===== src/rtl/logger_uart_tx_if.sv =====
// rtl/logger_uart_tx_if.sv - FWFT FIFO read-port bundle between logger FIFO and UART TX
interface logger_uart_tx_if;
    logic [7:0] fifo_dout;
    logic       fifo_empty;
    logic       fifo_rd_rst_busy;
    logic       fifo_rd_en;

    modport master (
        input  fifo_dout,
        input  fifo_empty,
        input  fifo_rd_rst_busy,
        output fifo_rd_en
    );

    modport slave (
        output fifo_dout,
        output fifo_empty,
        output fifo_rd_rst_busy,
        input  fifo_rd_en
    );
endinterface


===== src/rtl/logger_uart_tx.sv =====
// rtl/logger_uart_tx.sv - drains the logger FWFT FIFO onto a UART TX line (8N1/8N2)
// Optional even parity bit (8E1/8E2) when LOGGER_UART_PARITY_EN is defined.
module logger_uart_tx #(
    parameter int CLK_FREQ_HZ  = 100_000_000,
    parameter int BAUD         = 115_200,
    parameter int CLKS_PER_BIT = CLK_FREQ_HZ / BAUD,
    parameter int STOP_BITS    = 1
) (
    input  logic                    clk,
    input  logic                    rst_n,
    input  logic                    tx_enable,
    logger_uart_tx_if.master        fifo,
    output logic                    uart_txd,
    output logic                    busy,
    output logic [15:0]             bytes_sent
);

    generate
        if (CLKS_PER_BIT < 2) begin : g_bad_clks_per_bit
            $error("logger_uart_tx: CLKS_PER_BIT must be >= 2");
        end
        if (STOP_BITS != 1 && STOP_BITS != 2) begin : g_bad_stop_bits
            $error("logger_uart_tx: STOP_BITS must be 1 or 2");
        end
    endgenerate

    localparam int CW = (CLKS_PER_BIT < 2) ? 1 : $clog2(CLKS_PER_BIT);

`ifdef LOGGER_UART_PARITY_EN
    typedef enum logic [2:0] {IDLE, START, DATA, PARITY, STOP} state_t;
`else
    typedef enum logic [1:0] {IDLE, START, DATA, STOP} state_t;
`endif

    state_t        state;
    logic [CW-1:0] baud_cnt;
    logic [2:0]    bit_idx;
    logic [7:0]    shift;
    logic          pop;
    logic          bit_end;
`ifdef LOGGER_UART_PARITY_EN
    logic          parity;
`endif

    // Pop is combinational so the FWFT head byte is captured on the same edge it is consumed.
    assign pop = (state == IDLE) & tx_enable & ~fifo.fifo_empty & ~fifo.fifo_rd_rst_busy & rst_n;
    assign fifo.fifo_rd_en = pop;
    assign bit_end = (baud_cnt == CW'(CLKS_PER_BIT - 1));

    always_ff @(posedge clk or negedge rst_n) begin
        if (!rst_n) begin
            state      <= IDLE;
            uart_txd   <= 1'b1;
            busy       <= 1'b0;
            bytes_sent <= 16'h0000;
            shift      <= 8'h00;
            baud_cnt   <= '0;
            bit_idx    <= 3'd0;
`ifdef LOGGER_UART_PARITY_EN
            parity     <= 1'b0;
`endif
        end else begin
            case (state)
                IDLE: begin
                    if (pop) begin
                        shift    <= fifo.fifo_dout;
                        state    <= START;
                        busy     <= 1'b1;
                        uart_txd <= 1'b0;
                        baud_cnt <= '0;
                        bit_idx  <= 3'd0;
`ifdef LOGGER_UART_PARITY_EN
                        parity   <= ^fifo.fifo_dout;
`endif
                    end
                end
                START: begin
                    if (bit_end) begin
                        baud_cnt <= '0;
                        state    <= DATA;
                        uart_txd <= shift[0];
                    end else begin
                        baud_cnt <= baud_cnt + 1'b1;
                    end
                end
                DATA: begin
                    if (bit_end) begin
                        baud_cnt <= '0;
                        if (bit_idx == 3'd7) begin
                            bit_idx  <= 3'd0;
`ifdef LOGGER_UART_PARITY_EN
                            state    <= PARITY;
                            uart_txd <= parity;
`else
                            state    <= STOP;
                            uart_txd <= 1'b1;
`endif
                        end else begin
                            // Shift keeps the next data bit in position 1 for the upcoming boundary.
                            bit_idx  <= bit_idx + 3'd1;
                            uart_txd <= shift[1];
                            shift    <= {1'b0, shift[7:1]};
                        end
                    end else begin
                        baud_cnt <= baud_cnt + 1'b1;
                    end
                end
`ifdef LOGGER_UART_PARITY_EN
                PARITY: begin
                    if (bit_end) begin
                        baud_cnt <= '0;
                        state    <= STOP;
                        uart_txd <= 1'b1;
                    end else begin
                        baud_cnt <= baud_cnt + 1'b1;
                    end
                end
`endif
                STOP: begin
                    if (bit_end) begin
                        baud_cnt <= '0;
                        if (bit_idx == 3'(STOP_BITS - 1)) begin
                            bit_idx    <= 3'd0;
                            state      <= IDLE;
                            busy       <= 1'b0;
                            bytes_sent <= bytes_sent + 16'd1;
                        end else begin
                            bit_idx <= bit_idx + 3'd1;
                        end
                    end else begin
                        baud_cnt <= baud_cnt + 1'b1;
                    end
                end
                default: begin
                    state    <= IDLE;
                    uart_txd <= 1'b1;
                    busy     <= 1'b0;
                end
            endcase
        end
    end

endmodule


===== src/flat_wrapper.sv =====
// flat-port wrapper written by rule: the top's interface ports become plain ports
module logger_uart_tx_flat 
#(
    parameter int CLK_FREQ_HZ  = 100_000_000,
    parameter int BAUD         = 115_200,
    parameter int CLKS_PER_BIT = CLK_FREQ_HZ / BAUD,
    parameter int STOP_BITS    = 1
)
  (clk, rst_n, tx_enable, uart_txd, busy, bytes_sent, fifo_fifo_dout, fifo_fifo_empty, fifo_fifo_rd_rst_busy, fifo_fifo_rd_en);
  logger_uart_tx_if fifo_i ();
  input  logic clk;
  input  logic rst_n;
  input  logic tx_enable;
  output logic uart_txd;
  output logic busy;
  output logic [15:0] bytes_sent;
  input wire logic [$bits(fifo_i.fifo_dout)-1:0] fifo_fifo_dout;
  input wire logic [$bits(fifo_i.fifo_empty)-1:0] fifo_fifo_empty;
  input wire logic [$bits(fifo_i.fifo_rd_rst_busy)-1:0] fifo_fifo_rd_rst_busy;
  output wire logic [$bits(fifo_i.fifo_rd_en)-1:0] fifo_fifo_rd_en;
  assign fifo_i.fifo_dout = fifo_fifo_dout;
  assign fifo_i.fifo_empty = fifo_fifo_empty;
  assign fifo_i.fifo_rd_rst_busy = fifo_fifo_rd_rst_busy;
  assign fifo_fifo_rd_en = fifo_i.fifo_rd_en;
  logger_uart_tx #(.CLK_FREQ_HZ(CLK_FREQ_HZ), .BAUD(BAUD), .CLKS_PER_BIT(CLKS_PER_BIT), .STOP_BITS(STOP_BITS)) u_core (.clk(clk), .rst_n(rst_n), .tx_enable(tx_enable), .fifo(fifo_i), .uart_txd(uart_txd), .busy(busy), .bytes_sent(bytes_sent));
endmodule

===== config.mk =====
export PLATFORM = sky130hd
export DESIGN_NAME = logger_uart_tx_flat
export DESIGN_NICKNAME = d
export VERILOG_FILES = /design/src/rtl/logger_uart_tx_if.sv /design/src/rtl/logger_uart_tx.sv /design/src/flat_wrapper.sv
export SDC_FILE = /design/constraint.sdc
export NUM_CORES = 1
export LEC_CHECK = 0
export ABC_AREA = 1
export CAP_MARGIN = 20
export CORE_MARGIN = 1
export CORE_UTILIZATION = 50
export CTS_BUF_LIST = sky130_fd_sc_hd__clkbuf_16
export CTS_CLUSTER_DIAMETER = 150
export CTS_CLUSTER_SIZE = 20
export DETAILED_ROUTE_END_ITERATION = 8
export PLACE_DENSITY = 0.81
export SKIP_LAST_GASP = 1
export SYNTH_ARGS = -nofsm -noshare
export SYNTH_HDL_FRONTEND = slang
export SYNTH_SLANG_ARGS = --single-unit

===== constraint.sdc =====
create_clock -name clk -period 3.7 [get_ports clk]
set_input_delay 0.555 -clock clk [delete_from_list [all_inputs] [get_ports clk]]
set_output_delay 0.555 -clock clk [all_outputs]
set_load 0.1 [all_outputs]

; Yosys cells after proc, flatten, opt, wreduce, memory -nomap -nowiden
; Index checks and enable logic that the tools add are counted.
[word_totals]
ff_bits = 41
latchBits = 0
ram_bits = 0
romBits = 0
out_inout_bits = 19
wordCells = 70
n_memories = 0
[op_classes]
addsub = 3
mul = 0
div = 0
n_lt_le_gt_ge = 0
n_eq_ne = 12
n_shift = 0
muxes = 29
bitwise_logic = 6
reduce_logical = 13
[ops]
columns = operator, n
row1 = two-way mux 8 bit, 3
row2 = two-way mux 10 bit, 2
row3 = case mux 10 bit (2 select lines), 1
row4 = adder 16 x 1 -> 16 bit (second input constant), 1
row5 = case mux 8 bit (2 select lines), 1
row6 = AND reduction 4 bit, 4
row7 = two-way mux 3 bit, 5
row8 = two-way mux 2 bit, 6
row9 = adder 10 x 1 -> 10 bit (second input constant), 1
row10 = == test 10 bit (second input constant), 1
row11 = != test 2 x 1 -> 1 bit (second input constant), 5
row12 = case mux 3 bit (3 select lines), 1
row13 = case mux 2 bit (4 select lines), 1
row14 = two-way mux 1 bit, 7
row15 = AND reduction 6 bit, 1
row16 = nonzero test 3 bit, 2
row17 = bitwise AND 1 bit, 4
row18 = == test 2 bit (second input constant), 2
row19 = != test 2 bit (second input constant), 2
row20 = nonzero test 2 bit, 2
row21 = adder 3 x 1 -> 3 bit (second input constant), 1
row22 = == test 3 bit (second input constant), 1
row23 = logical NOT 3 bit, 1
row24 = case mux 1 bit (3 select lines), 1
row25 = other kinds (6), 7

; Logic depth before layout (Yosys ltp)
[depth]
word_depth = 7
depth_mapped = 11

; Worst setup path before layout
; Ideal clock, no wire load.
[synth_timing]
path_type = register to register
from = register u_core.bytes_sent[0]
to = register u_core.bytes_sent[14]
setup_ns = 0.120
t_arrival_ns = 2.008
required_time_ns = 3.580
path_slack_ns = 1.572
path_stages_with_launch = 9
path_cell_list = dfrtp_1 > ha_1 > nand3_1 > nor3_1 > nand3_1 > nand2_1 > nand2_1 > nand2_1 > nand2_1
[synth_via]
elab_chain_cells = 1
[synth_rtl]
columns = item, line
row1 = start: declaration, logger_uart_tx.sv:15  ; output logic [15:0] bytes_sent
row2 = start signal: assignment, logger_uart_tx.sv:126  ; bytes_sent <= bytes_sent + 16'd1;
row3 = adder 16 x 1 -> 16 bit, logger_uart_tx.sv:126
; No other way between the ends.
; A chain may end at the register's enable or synchronous reset.

; Worst setup path in the final report
[layout_timing]
from = register u_core.bytes_sent[0]
to = output port bytes_sent[0]
[layout_lines]
columns = item, line
row1 = end: declaration, flat_wrapper.sv:16  ; output logic [15:0] bytes_sent;
; No word-level cell between the ends.

==> flow_summary.json <==
{
  "first_iter_violations": 118,
  "cp_top_family": "buffers and inverters",
  "final_layout_size_suffix_gt1_share_pct": 6.534,
  "gp_congestion": 0.8155,
  "setup_slack_ps": 1174,
  "cts_tree": "yes",
  "r2r-end": "u_core.state[1]",
  "grt.total_usage_pct": 22.00,
  "synth_area_leaders": "dfrtp_1, nand2_1, nand3_1",
  "fin_setup_tns_ps": 0,
  "finish.instance_area_um2": 2914,
  "syn-num-nets": 339,
  "reg2reg_depth": 8,
  "cts_setup_buffers": 0,
  "antenna_found_initial": 0,
  "final_nets": 374,
  "required_ps": 3140,
  "routedWlPerCell_um": 12.22,
  "clk_pin_slew_ps": 60,
  "dp.cells": 396,
  "routed_via_density": 5.235,
  "reg2reg_slack_ps": 1630,
  "hold_class": "in2async",
  "drc": 0,
  "dpl_cell_area_um2": 2751,
  "p_leak_uw": 0.001390,
  "ant_nets": 0,
  "fin_crit_sh_pct": 68.27,
  "worstMarginPinSlew_ps": 985.7,
  "rows": 24,
  "timing.final.hold_violations": 0,
  "synth_cells": 316,
  "syn_to_final_growth_pct": 20.80,
  "skew_ps": 8.983,
  "fin_util_pct": 64.69,
  "vias": 2115,
  "syn_area_per_cell_um2": 7.634,
  "dp_slack_ps": 1472,
  "fmax_mhz": 395.9,
  "grt_pass1_vias": 2062,
  "coreArea_um2": 4504,
  "yosysTopAreaCell": "dfrtp_1",
  "drtPass1Iterations": 4,
  "final.min_clock_period_ps": 2526,
  "path_buf_inv": 1,
  "netlist_area_um2": 2412,
  "io_buffers": 31,
  "cp.arrival_ps": 1970,
  "clock_latency_ps": 280,
  "final_max_slew_viol_count": 0,
  "cts.repair.resized": 0,
  "ys_warn_count": 0,
  "critPathMaxStageDelay_ps": 1200,
  "synth_top_area_share_pct": 41.49,
  "antenna_cells": 0,
  "setup_violations": 0,
  "post-dp-hpwl_um": 3533,
  "die_h_um": 71.46,
  "path_max_fanout": 7,
  "h-tree-depth": 2,
  "synthFlopType": "dfrtp_1",
  "fin_cells": 404,
  "die-area_um2": 5107,
  "ir_drop_v": 0.0002198,
  "drt_wl_total_um": 4935,
  "synth.most_common_cell": "nand2_1",
  "overflow": 0,
  "start_util_pct": 53.56,
  "clock_sinks": 41,
  "holdBufCountCts": 0,
  "grt_max_degree": 42,
  "cts_root_buffer": "clkbuf_16",
  "max_cap_viol_count": 0,
  "max-slew-margin-rel_pct": 34.08,
  "num_io_pins": 32,
  "rsz0062_at_grt": "false",
  "cts_buffers": 5,
  "synth_edf_count": 0,
  "worstReg2RegStart": "u_core.state[0]",
  "power_density_nw_per_um2": 327.9,
  "seq_area_frac_synth_pct": 42.58,
  "cp_slowest_cell": "clkdlybuf4s50_1",
  "clk_path_buf_depth": 2,
  "critPathKind": "reg2out",
  "cp-start-kind": "flip-flop",
  "worst_setup_path_end_kind": "output port",
  "outcome": "complete, no violations",
  "die_x_um": 71.46,
  "synth_commonest_cells": "nand2_1, dfrtp_1, inv_1",
  "path_cells": "clkdlybuf4s50_1",
  "synthDistinctLibCells": 32,
  "synthArstFlopShare_pct": 100.0,
  "ys_ff_latch": 41,
  "grt_pass1_wl_um": 8970
}
[registers in the layout, summed over array words and instances, names as in the netlist]
signal             cells
u_core.busy            1
u_core.uart_txd        1
u_core.baud_cnt       10
u_core.bit_idx         3
u_core.state           2
u_core.shift           8
u_core.bytes_sent     16
[metal layers]
metal | up-vias | GRT usage (%) | share of wire, %
li1 | 1072 | - | -
met1 | 993 | 28.26 | 47
met2 | 43 | 37.88 | 48
met3 | 7 | 4.079 | 4.0
met4 | 0 | 6.972 | 0.93
met5 | - | 0 | 0
[how the worst max path moves through the flow]
stage                              start                    end  slack [ps]  depth (start not counted)
floorplan           u_core.bytes_sent[0]  u_core.bytes_sent[14]        1570                          8
global placement    u_core.bytes_sent[0]          bytes_sent[0]        1500                          1
detailed placement  u_core.bytes_sent[0]          bytes_sent[0]        1470                          1
CTS                 u_core.bytes_sent[0]          bytes_sent[0]        1160                          1
global route        u_core.bytes_sent[0]          bytes_sent[0]        1140                          1
finish              u_core.bytes_sent[0]          bytes_sent[0]        1170                          1
[power by group]
part | internal, µW | switching [µW] | leakage [µW]
clock network | 313 | 168 | 0.0000826
logic | 13.0 | 12.5 | 0.000758
registers | 449 | 0 | 0.000549
[cell families (layout without fill, tap and decap cells)]
logic type               after synthesis  after routing  synth area share (%)
adder cells (fa/ha/maj)               10             10                 5.187
AO/OA/AOI/OAI                         27             27                 6.379
XOR/XNOR                              15             15                 5.757
AND/OR/NAND/NOR                      185            185                 33.09
buffers and inverters                 38             74                 7.002
flip-flops                            41             41                 42.58
[final cells by class]
cell class / instances / area [µm²]
clock buffer: 5 / 125.1
timing repair buffer: 32 / 310.3
multi-input combinational: 237 / 1216
tap: 52 / 65.06
inverter: 34 / 132.6
clock inverter: 3 / 37.54
fill: 387 / 1590
sequential: 41 / 1027
[per-stage QoR]
| stage | hold WS [ps] | power (µW) |
|---|---|---|
| floorplan | 259.4 | 460.5 |
| global placement | 453.7 | 482.6 |
| detailed placement | 450.1 | 482.8 |
| CTS | 372.3 | 960.3 |
| global route | 402.3 | 982.9 |
| finish | 345.3 | 955.6 |
[worst register-to-register path: cells and delay by family, from the launching register on]
family / cells / cell delay [ps]
buffers and inverters: 2 / 500
adders and majority gates: 1 / 440
DFF: 1 / 400
AOI/OAI and AO/OA: 1 / 310
and+or+nand+nor: 4 / 300
[cell usage in the layout, fill, tap and decap left out, types with 3 or more instances in the layout]
| cell type | n |
|---|---|
| ha_1 | 10 |
| nand3_1 | 27 |
| nor3_1 | 9 |
| nand2_1 | 118 |
| xor2_1 | 10 |
| nor2_1 | 17 |
| inv_1 | 32 |
| a21oi_1 | 3 |
| clkdlybuf4s50_1 | 29 |
| xnor2_1 | 4 |
| nand2_2 | 4 |
| o21ai_0 | 16 |
| clkbuf_16 | 5 |
| dfrtp_1 | 40 |
| nand4_1 | 3 |
No activity file was read; power rests on OpenSTA's default activity.
